<file path="config.mk">
export PLATFORM = sky130hd
export DESIGN_NAME = cmos_lane_driver
export DESIGN_NICKNAME = d
export VERILOG_FILES = /design/src/rtl/cmos_lane_driver.sv
export SDC_FILE = /design/constraint.sdc
export NUM_CORES = 1
export LEC_CHECK = 0
export ABC_CLOCK_PERIOD_IN_PS = 4100
export CORE_ASPECT_RATIO = 0.75
export CORE_UTILIZATION = 35
export CTS_CLUSTER_SIZE = 40
export DETAILED_ROUTE_END_ITERATION = 10
export DONT_BUFFER_PORTS = 1
export GPL_ROUTABILITY_DRIVEN = 0
export SLEW_MARGIN = 20
export SYNTH_ARGS = -nofsm -noshare
export SYNTH_HDL_FRONTEND = slang
export SYNTH_SLANG_ARGS = --single-unit
</file>
<file path="constraint.sdc">
create_clock -name wb_clk_i -period 4.1 [get_ports wb_clk_i]
set_clock_uncertainty 0.05 [all_clocks]
set_input_delay 0.82 -clock wb_clk_i [delete_from_list [all_inputs] [get_ports wb_clk_i]]
set_output_delay 0.82 -clock wb_clk_i [all_outputs]
set_load 0.005 [all_outputs]
</file>
<file path="src/rtl/cmos_lane_driver.sv">
// cmos_lane_driver: precharge/evaluate driver and result capture for a dual-rail CMOS XOR lane.
// Optional LANE_CHECK_EN adds err_o/err_cnt lane-result checking.
module cmos_lane_driver #(
  parameter int BIT_SIZE      = 4,
  parameter int SETTLE_CYCLES = 3,
  parameter int CNT_W         = 4
) (
  input  logic                wb_clk_i,
  input  logic                wb_rst_n,
  input  logic                in_valid,
  output logic                in_ready,
  input  logic [BIT_SIZE-1:0] in_x,
  input  logic [BIT_SIZE-1:0] in_k,
  output logic [BIT_SIZE-1:0] x_top,
  output logic [BIT_SIZE-1:0] x_bar_top,
  output logic [BIT_SIZE-1:0] k_top,
  output logic [BIT_SIZE-1:0] k_bar_top,
  input  logic [BIT_SIZE-1:0] s_top,
  output logic                out_valid,
  input  logic                out_ready,
  output logic [BIT_SIZE-1:0] out_s,
  output logic                busy
`ifdef LANE_CHECK_EN
  ,
  output logic                err_o,
  output logic [7:0]          err_cnt
`endif
);
  typedef enum logic [1:0] {IDLE, PRECH, DRIVE, HOLD} state_t;
  state_t state_q, state_d;
  logic [BIT_SIZE-1:0] x_q, x_d, k_q, k_d, out_s_q, out_s_d;
  logic [CNT_W-1:0] cnt_q, cnt_d;
  logic out_valid_q, out_valid_d;
  logic drive, accept, capture;
  assign in_ready  = state_q == IDLE || (state_q == HOLD && out_ready);
  assign accept    = in_valid && in_ready;
  assign drive     = state_q == DRIVE;
  assign capture   = drive && cnt_q == '0;
  // Rails are forced low outside DRIVE so true/complement can never overlap.
  assign x_top     = drive ? x_q : '0;
  assign x_bar_top = drive ? ~x_q : '0;
  assign k_top     = drive ? k_q : '0;
  assign k_bar_top = drive ? ~k_q : '0;
  assign out_valid = out_valid_q;
  assign out_s     = out_s_q;
  assign busy      = state_q != IDLE;
  always_comb begin
    state_d     = state_q;
    x_d         = x_q;
    k_d         = k_q;
    cnt_d       = cnt_q;
    out_s_d     = out_s_q;
    out_valid_d = out_valid_q;
    case (state_q)
      IDLE, HOLD: begin
        if (state_q == HOLD && out_ready) begin
          out_valid_d = 1'b0;
          state_d     = IDLE;
        end
        if (accept) begin
          x_d     = in_x;
          k_d     = in_k;
          state_d = PRECH;
        end
      end
      PRECH: begin
        state_d = DRIVE;
        cnt_d   = CNT_W'(SETTLE_CYCLES - 1);
      end
      DRIVE: begin
        cnt_d       = capture ? cnt_q : cnt_q - CNT_W'(1);
        out_s_d     = capture ? s_top : out_s_q;
        out_valid_d = capture ? 1'b1 : out_valid_q;
        state_d     = capture ? HOLD : DRIVE;
      end
      default: state_d = IDLE;
    endcase
  end
  always_ff @(posedge wb_clk_i or negedge wb_rst_n) begin
    if (!wb_rst_n) begin
      state_q     <= IDLE;
      x_q         <= '0;
      k_q         <= '0;
      cnt_q       <= '0;
      out_s_q     <= '0;
      out_valid_q <= 1'b0;
    end else begin
      state_q     <= state_d;
      x_q         <= x_d;
      k_q         <= k_d;
      cnt_q       <= cnt_d;
      out_s_q     <= out_s_d;
      out_valid_q <= out_valid_d;
    end
  end
`ifdef LANE_CHECK_EN
  logic err_q, err_d;
  logic [7:0] err_cnt_q, err_cnt_d;
  logic bad;
  assign bad     = capture && s_top != (x_q ^ k_q);
  assign err_o   = err_q;
  assign err_cnt = err_cnt_q;
  always_comb begin
    err_d     = err_q | bad;
    err_cnt_d = (bad && err_cnt_q != 8'hFF) ? err_cnt_q + 8'd1 : err_cnt_q;
  end
  always_ff @(posedge wb_clk_i or negedge wb_rst_n) begin
    if (!wb_rst_n) begin
      err_q     <= 1'b0;
      err_cnt_q <= '0;
    end else begin
      err_q     <= err_d;
      err_cnt_q <= err_cnt_d;
    end
  end
`endif
endmodule

</file>
After elaboration in Yosys (flattened, before gate mapping)
Index checks and enable logic that the tools add are counted.
{"block": "totals", "register_bits": 19, "inputBits": 16, "out_inout_bits": 23}
{"block": "op_classes", "n_addsub": 1, "n_eq_ne": 7, "muxes": 13, "n_bitwise": 2, "reduce_logical": 14}
{"op": "$mux 4", "count": 5}
{"op": "$not 4->4", "count": 2}
{"op": "$pmux 4 s2", "count": 1}
{"op": "$pmux 2 s3", "count": 1}
{"op": "$reduce_and 2->1", "count": 3}
{"op": "$reduce_bool 2->1", "count": 3}
{"op": "$eq 2x2->1 const B", "count": 2}
{"op": "$logic_not 4->1", "count": 1}
{"op": "$mux 2", "count": 2}
{"op": "$ne 2x2->1 const B", "count": 2}
{"op": "$sub 4x1->4 const B", "count": 1}
{"op": "$logic_and 1x1->1", "count": 3}
{"op": "$mux 1", "count": 3}
{"op": "$ne 3x3->1 const B", "count": 1}
{"op": "$reduce_and 3->1", "count": 1}
{"op": "$eq 2x1->1 const B", "count": 1}
{"op": "$logic_not 2->1", "count": 1}
{"op": "$ne 2x1->1 const B", "count": 1}
{"op": "$pmux 1 s2", "count": 1}
{"op": "$reduce_or 2->1", "count": 1}
{"op": "$logic_or 1x1->1", "count": 1}

Longest topological paths before layout
{"block": "depth", "ltp_word": 6, "ltp_mapped": 7, "mapped_depth_nobuf": 5}

Worst setup path before layout
No wires, ideal clock.
{"block": "synth_path", "path_kind": "reg-to-output", "start": "register state_q[0]", "end": "output port k_bar_top[0]", "t_arrival_ns": 1.156, "slack_ns": 2.074, "path_stages_with_launch": 5, "path_buffers": 1, "cell_sequence": "dfrtp_1 > inv_1 > ha_1 > clkbuf_1 > nor2b_1"}
{"block": "synth_between", "elab_chain_len": 2}
{"item": "start: declaration", "line_no": "30", "rtl": "state_t state_q, state_d;"}
{"item": "start signal: assignment", "line_no": "88", "rtl": "state_q <= state_d;"}
{"item": "$eq 2x2->1", "line_no": "37", "rtl": "assign drive = state_q == DRIVE;"}
{"item": "via drive", "line_no": "34", "rtl": "logic drive, accept, capture;"}
{"item": "$mux 4", "line_no": "43", "rtl": "assign k_bar_top = drive ? ~k_q : '0;"}
{"item": "end: declaration", "line_no": "17", "rtl": "output logic [BIT_SIZE-1:0] k_bar_top,"}
The timed path passes the listed nets, and every way through them passes these cells.

Worst setup path after layout
{"block": "layout_path", "start": "register state_q[0]", "end": "output port k_top[0]"}
{"block": "layout_between", "elab_chain_len": 2}
{"item": "$eq 2x2->1", "line_no": "37"}
{"item": "via drive", "line_no": "34"}
{"item": "$mux 4", "line_no": "42", "rtl": "assign k_top = drive ? k_q : '0;"}
{"item": "end: declaration", "line_no": "16", "rtl": "output logic [BIT_SIZE-1:0] k_top,"}
The timed path passes the listed nets, and every way through them passes these cells.

==> flow_metrics.py <==
metrics = {
    "outcome": {
        "status": "completed",
    },
    "die": {
        "core_area_um2": 2940,
        "die-area_um2": 3320,
        "initial_utilization": 0.368,
        "die_y_um": 50.1,
        "fp-row-count": 17,
        "io_pins": 39,
        "die-width_um": 66.2,
    },
    "setup_path": {
        "crit_fanout": 25,
        "crit_chain": "inv_1 > ha_1 > and2_1",
        "cp-start-kind": "flip-flop",
        "critPathSlowestCell": "ha_1",
        "critPathBufInv": 1,
        "endpoint_kind": "primary output",
        "slowest_delay_ns": 0.63,
        "path_delay_family": "adder cells",
        "worstRegToRegCells": 5,
        "required_ns": 3.23,
        "path_class": "reg2out",
        "cp.depth": 3,
        "crit_arrival_ns": 1.65,
    },
    "sta": {
        "hold_violations": 0,
        "setup_viol": 0,
        "drv_slew": 0,
        "fmax_mhz": 396,
        "worstMarginPinSlew_ns": 0.727,
        "min_period_ns": 2.52,
        "tns_ns": 0,
        "finalCritPeriodShare": 0.616,
        "relSlewSlack": 0.515,
        "rsz0062_at_grt": "no",
    },
    "global_route": {
        "antenna_found_initial": 0,
        "grt_start_max_net_pins": 26,
        "grt_pass1_wl_mm": 2.99,
        "grt_pass1_vias": 615,
        "grt_overflow": 0,
        "grt_use_total": 0.123,
    },
    "cells_and_area": {
        "drive_above_1_share": 0.191,
        "diodes": 0,
        "final_cell_mix": "dfrtp_1 (19), mux2_4 (12), nor2b_1 (10)",
        "layout_commonest_cell": "dfrtp_1",
        "final_cell_area_um2": 1150,
        "syn_to_final_growth_pct": 6.71,
        "fin_nets": 117,
        "fillers": 292,
    },
    "power": {
        "power_per_cell_area_nw_per_um2": 801,
        "power.leakage_uw": 0.000544,
        "ir_drop_v": 0.000306,
    },
    "clock_tree": {
        "post_cts_resized": 0,
        "h-tree-depth": 1,
        "hold_buffers": 0,
        "clk_pin_slew_ns": 0.07,
        "insertion_delay_ns": 0.26,
        "cts_tree": "done",
        "cts_buffers": 3,
        "cts-root-buf": "clkbuf_8",
        "cts_setup_buffers": 0,
        "ctsLongestPathBuffers": 2,
        "clock-sinks": 19,
    },
    "route": {
        "via_per_inst": 5.18,
        "drc_errors": 0,
        "vias": 684,
        "dr.first_iter.drc_count": 10,
        "wl_mm": 1.93,
        "wl_per_cell_um": 14.6,
        "drtPass1Iterations": 5,
        "ant_nets": 0,
    },
    "synthesis": {
        "synthArstFlopShare": 1.00,
        "synth_flop_cell": "dfrtp_1",
        "synthesis.nets": 116,
        "netlist_instances": 94,
        "ys_ff_latch": 19,
        "yosysSeqAreaShare": 0.440,
        "synth-edff-count": 0,
        "avgSynthCellArea_um2": 11.5,
        "synth_area_um2": 1080,
        "yosys_warnings": 0,
        "yosysUniqueCellTypes": 26,
    },
    "min_path": {
        "hp-class": "in2async",
    },
    "placement": {
        "dpl.hpwl_mm": 1.41,
        "place_area_um2": 1100,
        "io_buffers": 0,
    },
    "flow_run": {
        "max_cap_violations": 0,
    },
}
-- through the flow --
step	cells	total power (µW)	utilization	hold WS [ns]	worst slack, ns
5_1_grt	132	998	0.393	0.179	1.44
6_report	132	924	0.393	0.199	1.58
3_5_place_dp	128	798	0.376	0.468	1.84
3_3_place_gp	128	785	0.376	0.463	1.89
4_1_cts	132	934	0.393	0.191	1.56
2_1_floorplan	94	725	-	0.445	2.07
-- cells in the mapped netlist, drive strengths merged (2+ instances only) --
master  count  area [µm²]
dfrtp      19         475
mux2       12         180
nor2b      10        62.6
and2        9        56.3
ha          6        75.1
inv         6        22.5
nand2       6        30.0
nand3       3        15.0
o21ai       3        15.0
a21oi       2        10.0
buf         2        16.3
clkbuf      2        7.51
nor2        2        7.51
nor3b       2        26.3
or3         2        12.5
-- sequential cells by signal, summed over array words and instances, names as in the netlist --
| register | count |
|---|---|
| cnt_q | 4 |
| k_q | 4 |
| out_s | 4 |
| out_valid | 1 |
| state_q | 2 |
| x_q | 4 |
-- cell type report --
type                       instances  area, µm²  share of cell area
multi-input combinational         65        559               0.485
sequential                        19        475               0.412
tap                               38       47.5              0.0412
clock buffer                       3       41.3              0.0358
inverter                           6       22.5              0.0195
clock inverter                     1       7.51             0.00651
-- cell families after synthesis --
| logic type | after synthesis | share of synthesized area |
|---|---|---|
| AND/OR/NAND/NOR | 36 | 0.208 |
| flip-flops | 19 | 0.440 |
| multiplexers | 12 | 0.167 |
| AO/OA/AOI/OAI | 11 | 0.0729 |
| buffers and inverters | 10 | 0.0428 |
| adder cells (fa/ha/maj) | 6 | 0.0694 |
-- where the power goes --
part / internal (µW) / switching, µW
clock network: 68.5 / 65.2
logic: 229 / 214
registers: 276 / 70.4
total: 574 / 350
-- worst register-to-register path, cell delays in order, from the launching register on --
cell and delay [ns]:
dfrtp_1 0.39, inv_1 0.08, ha_1 0.43, inv_1 0.14
o211a_1 0.46, mux2_4 0.35
-- routing by layer --
metal	up-vias	part of all wire	GRT usage
met5	-	0	0
met4	0	0.013	0.0426
met3	4	0.078	0.0455
met2	32	0.45	0.180
met1	329	0.46	0.165
li1	319	-	-
-- path summary, 6_finish.rpt --
| kind | endpoint | from | slack [ns] |
|---|---|---|---|
| max | k_top[0] | state_q[0] | 1.58 |
| min | x_q[1] | wb_rst_n | 0.20 |
| max reg2reg | k_q[3] | state_q[0] | 2.08 |
| min reg2reg | x_q[2] | x_q[2] | 0.49 |
| max in group asynchronous | state_q[0] | wb_rst_n | 3.73 |
| min in group wb_clk_i | x_q[2] | x_q[2] | 0.49 |
Note: power is estimated with default switching activity, not from simulation.
